**src/rtl/pmod_i2s2_rx_pkg.sv**
```systemverilog
// Shared constants, capture-state type and saturation helper for the Pmod I2S2 line-in receiver.
package pmod_i2s2_rx_pkg;

    localparam int I2S2_SAMPLE_WIDTH = 24;
    localparam int I2S2_SLOTS_PER_CH = 32;
    localparam int I2S2_DIV_BITS     = 9;
    localparam int I2S2_VALID_CNT    = 453;

    localparam int I2S2_SLOT_BITS    = $clog2(I2S2_SLOTS_PER_CH);
    localparam int I2S2_DC_WIDTH     = 32;
    localparam int I2S2_DC_SHIFT     = 8;

    typedef logic [I2S2_DIV_BITS-1:0]  div_cnt_t;
    typedef logic [I2S2_SLOT_BITS-1:0] slot_t;

    // Register-load point: the edge that moves div_cnt onto the valid count.
    localparam div_cnt_t I2S2_LOAD_CNT  = div_cnt_t'(I2S2_VALID_CNT - 1);
    localparam div_cnt_t I2S2_HALF_LAST = div_cnt_t'(I2S2_SLOTS_PER_CH * 8 - 1);
    localparam slot_t    I2S2_SLOT_MSB  = slot_t'(1);
    localparam slot_t    I2S2_SLOT_LSB  = slot_t'(I2S2_SAMPLE_WIDTH);

    typedef enum logic [1:0] {
        CAP_IDLE,
        CAP_LEFT,
        CAP_RIGHT
    } cap_state_t;

    function automatic logic signed [I2S2_SAMPLE_WIDTH-1:0] sat_sample(
        input logic signed [I2S2_DC_WIDTH-1:0] v
    );
        if (v > 32'sd8388607) begin
            return 24'sh7FFFFF;
        end else if (v < -32'sd8388608) begin
            return 24'sh800000;
        end else begin
            return $signed(v[I2S2_SAMPLE_WIDTH-1:0]);
        end
    endfunction

endpackage

```
**src/rtl/i2s_dc_block.sv**
```systemverilog
// First-order DC blocker, y = x - x_prev + y_prev - (y_prev >>> 8), 32-bit state, saturated output.
module i2s_dc_block
    import pmod_i2s2_rx_pkg::*;
(
    input  logic                                clk_in,
    input  logic                                rst_in,
    input  logic                                sample_valid,
    input  logic signed [I2S2_SAMPLE_WIDTH-1:0] sample,
    output logic                                filt_valid,
    output logic signed [I2S2_SAMPLE_WIDTH-1:0] filt
);

    logic signed [I2S2_DC_WIDTH-1:0] x_ext;
    logic signed [I2S2_DC_WIDTH-1:0] x_prev;
    logic signed [I2S2_DC_WIDTH-1:0] y_prev;
    logic signed [I2S2_DC_WIDTH-1:0] y_next;

    assign x_ext  = {{(I2S2_DC_WIDTH - I2S2_SAMPLE_WIDTH){sample[I2S2_SAMPLE_WIDTH-1]}}, sample};
    assign y_next = x_ext - x_prev + y_prev - (y_prev >>> I2S2_DC_SHIFT);

    // Feedback keeps full precision; only the visible output is clamped.
    always_ff @(posedge clk_in or posedge rst_in) begin
        if (rst_in) begin
            x_prev     <= '0;
            y_prev     <= '0;
            filt       <= '0;
            filt_valid <= 1'b0;
        end else begin
            filt_valid <= sample_valid;
            if (sample_valid) begin
                x_prev <= x_ext;
                y_prev <= y_next;
                filt   <= sat_sample(y_next);
            end
        end
    end

endmodule

```
**src/rtl/pmod_i2s2_rx.sv**
```systemverilog
// Pmod I2S2 line-in receiver: generates MCLK/SCLK/LRCK and deserialises 24-bit stereo I2S frames.
// Define I2S2_RX_DCBLOCK_EN to insert a per-channel DC blocker (one extra cycle of latency).
module pmod_i2s2_rx
    import pmod_i2s2_rx_pkg::*;
(
    input  logic                                clk_in,
    input  logic                                rst_in,
    input  logic                                sdout_in,
    output logic                                mclk_out,
    output logic                                sclk_out,
    output logic                                lrck_out,
    output logic signed [I2S2_SAMPLE_WIDTH-1:0] left_out,
    output logic signed [I2S2_SAMPLE_WIDTH-1:0] right_out,
    output logic                                valid_out
);

    div_cnt_t                         div_cnt;
    slot_t                            slot;
    cap_state_t                       state;
    cap_state_t                       state_next;
    logic                             bit_strobe;
    logic                             shift_left;
    logic                             shift_right;
    logic                             load_pair;
    logic [I2S2_SAMPLE_WIDTH-1:0]     left_sr;
    logic [I2S2_SAMPLE_WIDTH-1:0]     right_sr;
    logic signed [I2S2_SAMPLE_WIDTH-1:0] cap_left;
    logic signed [I2S2_SAMPLE_WIDTH-1:0] cap_right;
    logic                             cap_valid;

    // NOTE: sequential state uses non-blocking assignments so every flop samples pre-edge values.
    always_ff @(posedge clk_in or posedge rst_in) begin
        if (rst_in) begin
            div_cnt <= '0;
        end else begin
            div_cnt <= div_cnt + 1'b1;
        end
    end

    // Clocks come straight from counter flops, so they cannot glitch.
    assign mclk_out = div_cnt[0];
    assign sclk_out = div_cnt[2];
    assign lrck_out = div_cnt[I2S2_DIV_BITS-1];
    assign slot     = div_cnt[I2S2_DIV_BITS-2:3];

    // Sample on the edge leaving phase 3 of a slot, i.e. the SCLK rising edge.
    assign bit_strobe = (div_cnt[2:0] == 3'b011) &&
                        (slot >= I2S2_SLOT_MSB) && (slot <= I2S2_SLOT_LSB);

    always_ff @(posedge clk_in or posedge rst_in) begin
        if (rst_in) begin
            state <= CAP_IDLE;
        end else begin
            state <= state_next;
        end
    end

    // NOTE: every always_comb output gets a default first, so no path can infer a latch.
    always_comb begin
        state_next  = state;
        shift_left  = 1'b0;
        shift_right = 1'b0;
        load_pair   = 1'b0;
        unique case (state)
            CAP_IDLE: begin
                if (div_cnt == '0) state_next = CAP_LEFT;
            end
            CAP_LEFT: begin
                shift_left = bit_strobe && !lrck_out;
                if (div_cnt == I2S2_HALF_LAST) state_next = CAP_RIGHT;
            end
            CAP_RIGHT: begin
                shift_right = bit_strobe && lrck_out;
                load_pair   = (div_cnt == I2S2_LOAD_CNT);
                if (div_cnt == '1) state_next = CAP_LEFT;
            end
            default: state_next = CAP_IDLE;
        endcase
    end

    // NOTE: the shift registers are reset too, so a frame cut short by reset leaves no residue.
    always_ff @(posedge clk_in or posedge rst_in) begin
        if (rst_in) begin
            left_sr  <= '0;
            right_sr <= '0;
        end else begin
            if (shift_left)  left_sr  <= {left_sr[I2S2_SAMPLE_WIDTH-2:0], sdout_in};
            if (shift_right) right_sr <= {right_sr[I2S2_SAMPLE_WIDTH-2:0], sdout_in};
        end
    end

    always_ff @(posedge clk_in or posedge rst_in) begin
        if (rst_in) begin
            cap_left  <= '0;
            cap_right <= '0;
            cap_valid <= 1'b0;
        end else begin
            cap_valid <= load_pair;
            if (load_pair) begin
                cap_left  <= $signed(left_sr);
                cap_right <= $signed(right_sr);
            end
        end
    end

`ifdef I2S2_RX_DCBLOCK_EN
    logic left_filt_valid;
    logic right_filt_valid;

    i2s_dc_block u_dc_left (
        .clk_in       (clk_in),
        .rst_in       (rst_in),
        .sample_valid (cap_valid),
        .sample       (cap_left),
        .filt_valid   (left_filt_valid),
        .filt         (left_out)
    );

    i2s_dc_block u_dc_right (
        .clk_in       (clk_in),
        .rst_in       (rst_in),
        .sample_valid (cap_valid),
        .sample       (cap_right),
        .filt_valid   (right_filt_valid),
        .filt         (right_out)
    );

    assign valid_out = left_filt_valid & right_filt_valid;
`else
    assign left_out  = cap_left;
    assign right_out = cap_right;
    assign valid_out = cap_valid;
`endif

endmodule

```
**config.mk**
```make
export PLATFORM = sky130hd
export DESIGN_NAME = pmod_i2s2_rx
export DESIGN_NICKNAME = d
export VERILOG_FILES = /design/src/rtl/pmod_i2s2_rx_pkg.sv /design/src/rtl/i2s_dc_block.sv /design/src/rtl/pmod_i2s2_rx.sv
export SDC_FILE = /design/constraint.sdc
export NUM_CORES = 1
export LEC_CHECK = 0
export CAP_MARGIN = 20
export CORE_ASPECT_RATIO = 1.5
export CORE_MARGIN = 2
export CORE_UTILIZATION = 55
export CTS_CLUSTER_DIAMETER = 150
export CTS_CLUSTER_SIZE = 30
export DETAILED_ROUTE_END_ITERATION = 10
export GPL_ROUTABILITY_DRIVEN = 0
export PLACE_DENSITY = 0.85
export REMOVE_ABC_BUFFERS = 1
export SYNTH_ARGS = -nofsm -noshare
export SYNTH_HDL_FRONTEND = slang
export SYNTH_SLANG_ARGS = --single-unit
```
**constraint.sdc**
```tcl
create_clock -name clk_in -period 9.1 [get_ports clk_in]
set_input_delay 1.82 -clock clk_in [delete_from_list [all_inputs] [get_ports clk_in]]
set_output_delay 1.82 -clock clk_in [all_outputs]
set_load 0.01 [all_outputs]
```
==> flow_metrics.env <==
export IMPL_outcome="finished clean"
export IMPL_die_h_um=112
export IMPL_hold_depth=1
export IMPL_slew_headroom=0.585
export IMPL_min_period_ns=3.16
export IMPL_path_delay_family="buffers and inverters"
export IMPL_max_freq_mhz=317
export IMPL_clock_edge_transition_at_the_registers_on_the_reported_setup_and_hold_paths_ns=0.06
export IMPL_pwr_density_cell_nw_per_um2=163
export IMPL_worst_endpoint_arrival_ns=1.34
export IMPL_initial_core_util=0.562
export IMPL_cts_resized_gates=0
export IMPL_root_buffer="sky130_fd_sc_hd__clkbuf_16"
export IMPL_yosysWarnings=0
export IMPL_netlist_area_um2=4250
export IMPL_vias_in_the_first_global_route=2245
export IMPL_slowest_stage="sky130_fd_sc_hd__clkdlybuf4s50_1"
export IMPL_numClockSinks=108
export IMPL_num_antenna_cells=0
export IMPL_unrepaired_setup_endpoints_after_global_routing="false"
export IMPL_drt_total_wl_mm=6.72
export IMPL_final_hold_viols=0
export IMPL_rrSetupSlack_ns=7.00
export IMPL_total_grt_overflow=0
export IMPL_route_vias_total=2246
export IMPL_buffer_ports_inserted=54
export IMPL_wire_length_of_the_first_global_routing_pass_mm=11.2
export IMPL_timing_critical_path_buf_inv=1
export IMPL_h_tree_level_count=3
export IMPL_netlist_cell_type_count=31
export IMPL_synth_cells=258
export IMPL_crit_reg2reg_launch="div_cnt[5]$_DFF_PP0_"
export IMPL_firstDrtPassIters=4
export IMPL_drt_initial_drc_count=117
export IMPL_worst_setup_path_start_kind="register"
export IMPL_worst_hold_path_endpoint="right_out[5]$_DFFE_PP0P_"
export IMPL_die_width_um=75.8
export IMPL_critical_path_cell_chain="clkdlybuf4s50_1"
export IMPL_worst_skew_ns=0.00566
export IMPL_number_of_top_level_pins=55
export IMPL_worst_hold_startpoint="right_out[5]$_DFFE_PP0P_"
export IMPL_seq_total_area_yosys=0.635
export IMPL_post_cts_buffers=0
export IMPL_power_leakage_uw=0.00251
export IMPL_detail_route_drc_violations=0
export IMPL_postLayoutSetupSlackWorst_ns=5.94
export IMPL_clockBufferDepth=2
export IMPL_num_fill_cells=524
export IMPL_critPathCaptureType="output pin"
export IMPL_finalSetupViolCount=0
export IMPL_power_ir_vdd_worst_mv=0.121
export IMPL_tritoncts_num_buffers=9
export IMPL_initial_antenna_violation_count=0
export IMPL_crit_path_max_fanout=6
export IMPL_final_nets=325
export IMPL_criticalPathCategory="reg -> out"
export IMPL_totalNegativeSetupSlack_ns=0
export IMPL_timing_final_max_slew_violations=0
export IMPL_hold_slack_ns=0.486
export IMPL_timing_final_crit_share=0.347
export IMPL_post_route_cells_drive_above_1_share=0.289
export IMPL_core_area_um2=7560
export IMPL_critical_path_reg2reg_endpoint="right_out[23]$_DFFE_PP0P_"
export IMPL_fp_dieArea_um2=8470
export IMPL_wl_per_cell_um=15.8
export IMPL_synth_avg_cell_area_um2=16.5
export IMPL_routed_via_density=5.30
export IMPL_timing_hold_worst_class="reg -> reg"
export IMPL_dp_worst_setup_slack_ns=5.56
export IMPL_grt_max_degree=87
export IMPL_synthToLayoutAreaGrowth_pct=21.4
export IMPL_ctsHoldBuffers=0
export IMPL_ant_nets=0
export IMPL_worst_endpoint_required_ns=7.28
export IMPL_row_count=39
export IMPL_number_of_cells_on_the_worst_reg_to_reg_path=4
export IMPL_tritoncts="done"
export IMPL_cap_viol_max_count=0
export IMPL_worst_path_largest_cell_delay_ns=0.57
export IMPL_dp_final_hpwl_mm=4.35
export IMPL_synth_register_bits=108
export IMPL_worst_slew_pin_slew_ns=0.623
export IMPL_groute_usage_overall=0.178
export IMPL_clkLatencyLatePin_ns=0.34
cell usage in the layout, fill, tap and decap left out, types with 3 or more instances in the layout:
cell                              count
sky130_fd_sc_hd__clkbuf_1             4
sky130_fd_sc_hd__ha_1                 5
sky130_fd_sc_hd__buf_4                4
sky130_fd_sc_hd__clkbuf_16            9
sky130_fd_sc_hd__mux2_2              52
sky130_fd_sc_hd__clkdlybuf4s50_1     54
sky130_fd_sc_hd__nand2_1              3
sky130_fd_sc_hd__dfrtp_1            108
sky130_fd_sc_hd__xnor2_1              4
sky130_fd_sc_hd__mux2_4              20
sky130_fd_sc_hd__mux2_1              24
sky130_fd_sc_hd__inv_1                6
logic make-up after synthesis:
kind of cell | count (synthesis) | share of synthesized area
AOI/OAI and AO/OA | 7 | 0.0156
xor gates and xnor gates | 5 | 0.0103
adders and majority gates | 5 | 0.0147
buffers and inverters | 18 | 0.0256
DFF | 108 | 0.635
muxes | 96 | 0.272
and+or+nand+nor | 19 | 0.0268
cells in the mapped netlist:
| cell | instances | share of area |
|---|---|---|
| sky130_fd_sc_hd__buf_6 | 3 | 0.0079 |
| sky130_fd_sc_hd__o22ai_1 | 1 | 0.0015 |
| sky130_fd_sc_hd__clkbuf_1 | 1 | 0.00088 |
| sky130_fd_sc_hd__nand4_1 | 2 | 0.0029 |
| sky130_fd_sc_hd__xor2_1 | 1 | 0.0021 |
| sky130_fd_sc_hd__nor4_1 | 1 | 0.0015 |
| sky130_fd_sc_hd__buf_2 | 3 | 0.0035 |
| sky130_fd_sc_hd__o2111ai_2 | 1 | 0.0035 |
| sky130_fd_sc_hd__xnor2_1 | 4 | 0.0082 |
| sky130_fd_sc_hd__mux2_1 | 24 | 0.064 |
| sky130_fd_sc_hd__nor3b_1 | 1 | 0.0018 |
| sky130_fd_sc_hd__buf_4 | 4 | 0.0071 |
| sky130_fd_sc_hd__o21a_1 | 1 | 0.0018 |
| sky130_fd_sc_hd__a21oi_1 | 2 | 0.0024 |
| sky130_fd_sc_hd__dfrtp_1 | 108 | 0.64 |
| sky130_fd_sc_hd__mux2_2 | 52 | 0.14 |
| sky130_fd_sc_hd__nand2b_1 | 1 | 0.0015 |
| sky130_fd_sc_hd__nand2_1 | 3 | 0.0026 |
| sky130_fd_sc_hd__o311ai_2 | 1 | 0.0038 |
| sky130_fd_sc_hd__ha_1 | 5 | 0.015 |
| sky130_fd_sc_hd__mux2_4 | 20 | 0.071 |
| sky130_fd_sc_hd__and3_1 | 2 | 0.0029 |
| sky130_fd_sc_hd__and4_1 | 2 | 0.0041 |
| sky130_fd_sc_hd__nor3_1 | 1 | 0.0012 |
| sky130_fd_sc_hd__o2111a_1 | 1 | 0.0026 |
| sky130_fd_sc_hd__nor2_1 | 1 | 0.00088 |
| sky130_fd_sc_hd__or2_0 | 1 | 0.0015 |
| sky130_fd_sc_hd__and3b_1 | 1 | 0.0021 |
| sky130_fd_sc_hd__or3_1 | 1 | 0.0015 |
| sky130_fd_sc_hd__inv_1 | 7 | 0.0062 |
| sky130_fd_sc_hd__nand3_1 | 2 | 0.0024 |
layout make-up:
class / count / area [µm²] / share of cell area
inverters: 7 / 28.8 / 0.00557
multi-input cells: 132 / 1440 / 0.280
clock inverters: 2 / 10.0 / 0.00194
well taps: 102 / 128 / 0.0247
flip-flops and latches: 108 / 2700 / 0.523
repair buffers: 59 / 598 / 0.116
clock buffers: 14 / 254 / 0.0492
stage by stage:
| step | util | instance area, µm² | power (µW) | instances |
|---|---|---|---|---|
| 3_3_place_gp | 0.644 | 4870 | 503 | 407 |
| 6_report | 0.683 | 5160 | 844 | 424 |
| 3_5_place_dp | 0.644 | 4870 | 503 | 407 |
| 4_1_cts | 0.679 | 5140 | 852 | 423 |
| 2_1_floorplan | - | 4170 | 499 | 247 |
| 5_1_grt | 0.683 | 5160 | 877 | 424 |
routing by layer:
metal	wire, µm	track usage	share of wire	up-vias
met2	3390	0.255	0.50	43
met3	210	0.0498	0.031	13
met4	187	0.0854	0.028	0
met5	0	0	0	-
li1	-	-	-	1033
met1	2930	0.250	0.44	1157
worst max path at each step:
stage                         start                       end  slack [ns]  cells past startpoint
5_1_grt        div_cnt[8]$_DFF_PP0_                  lrck_out        5.90                      1
3_3_place_gp                 rst_in  left_out[18]$_DFFE_PP0P_        5.62                      3
3_5_place_dp                 rst_in  left_out[10]$_DFFE_PP0P_        5.56                      3
2_1_floorplan                rst_in      div_cnt[0]$_DFF_PP0_        4.43                      1
6_report       div_cnt[8]$_DFF_PP0_                  lrck_out        5.94                      1
4_1_cts        div_cnt[8]$_DFF_PP0_                  lrck_out        5.92                      1
state kept, by name, indices dropped and copies added, names as in the netlist:
name / count
div_cnt: 9
valid_out: 1
right_out: 24
left_sr: 24
state: 2
right_sr: 24
left_out: 24
report_power, final:
| group | leakage [µW] | switching (µW) | total [µW] | internal, µW |
|---|---|---|---|---|
| Sequential | 0.00148 | 0.963 | 482 | 481 |
| Clock | 0.000131 | 157 | 349 | 193 |
| Combinational | 0.000899 | 9.59 | 12.7 | 3.13 |
No activity file was read; power rests on OpenSTA's default activity.
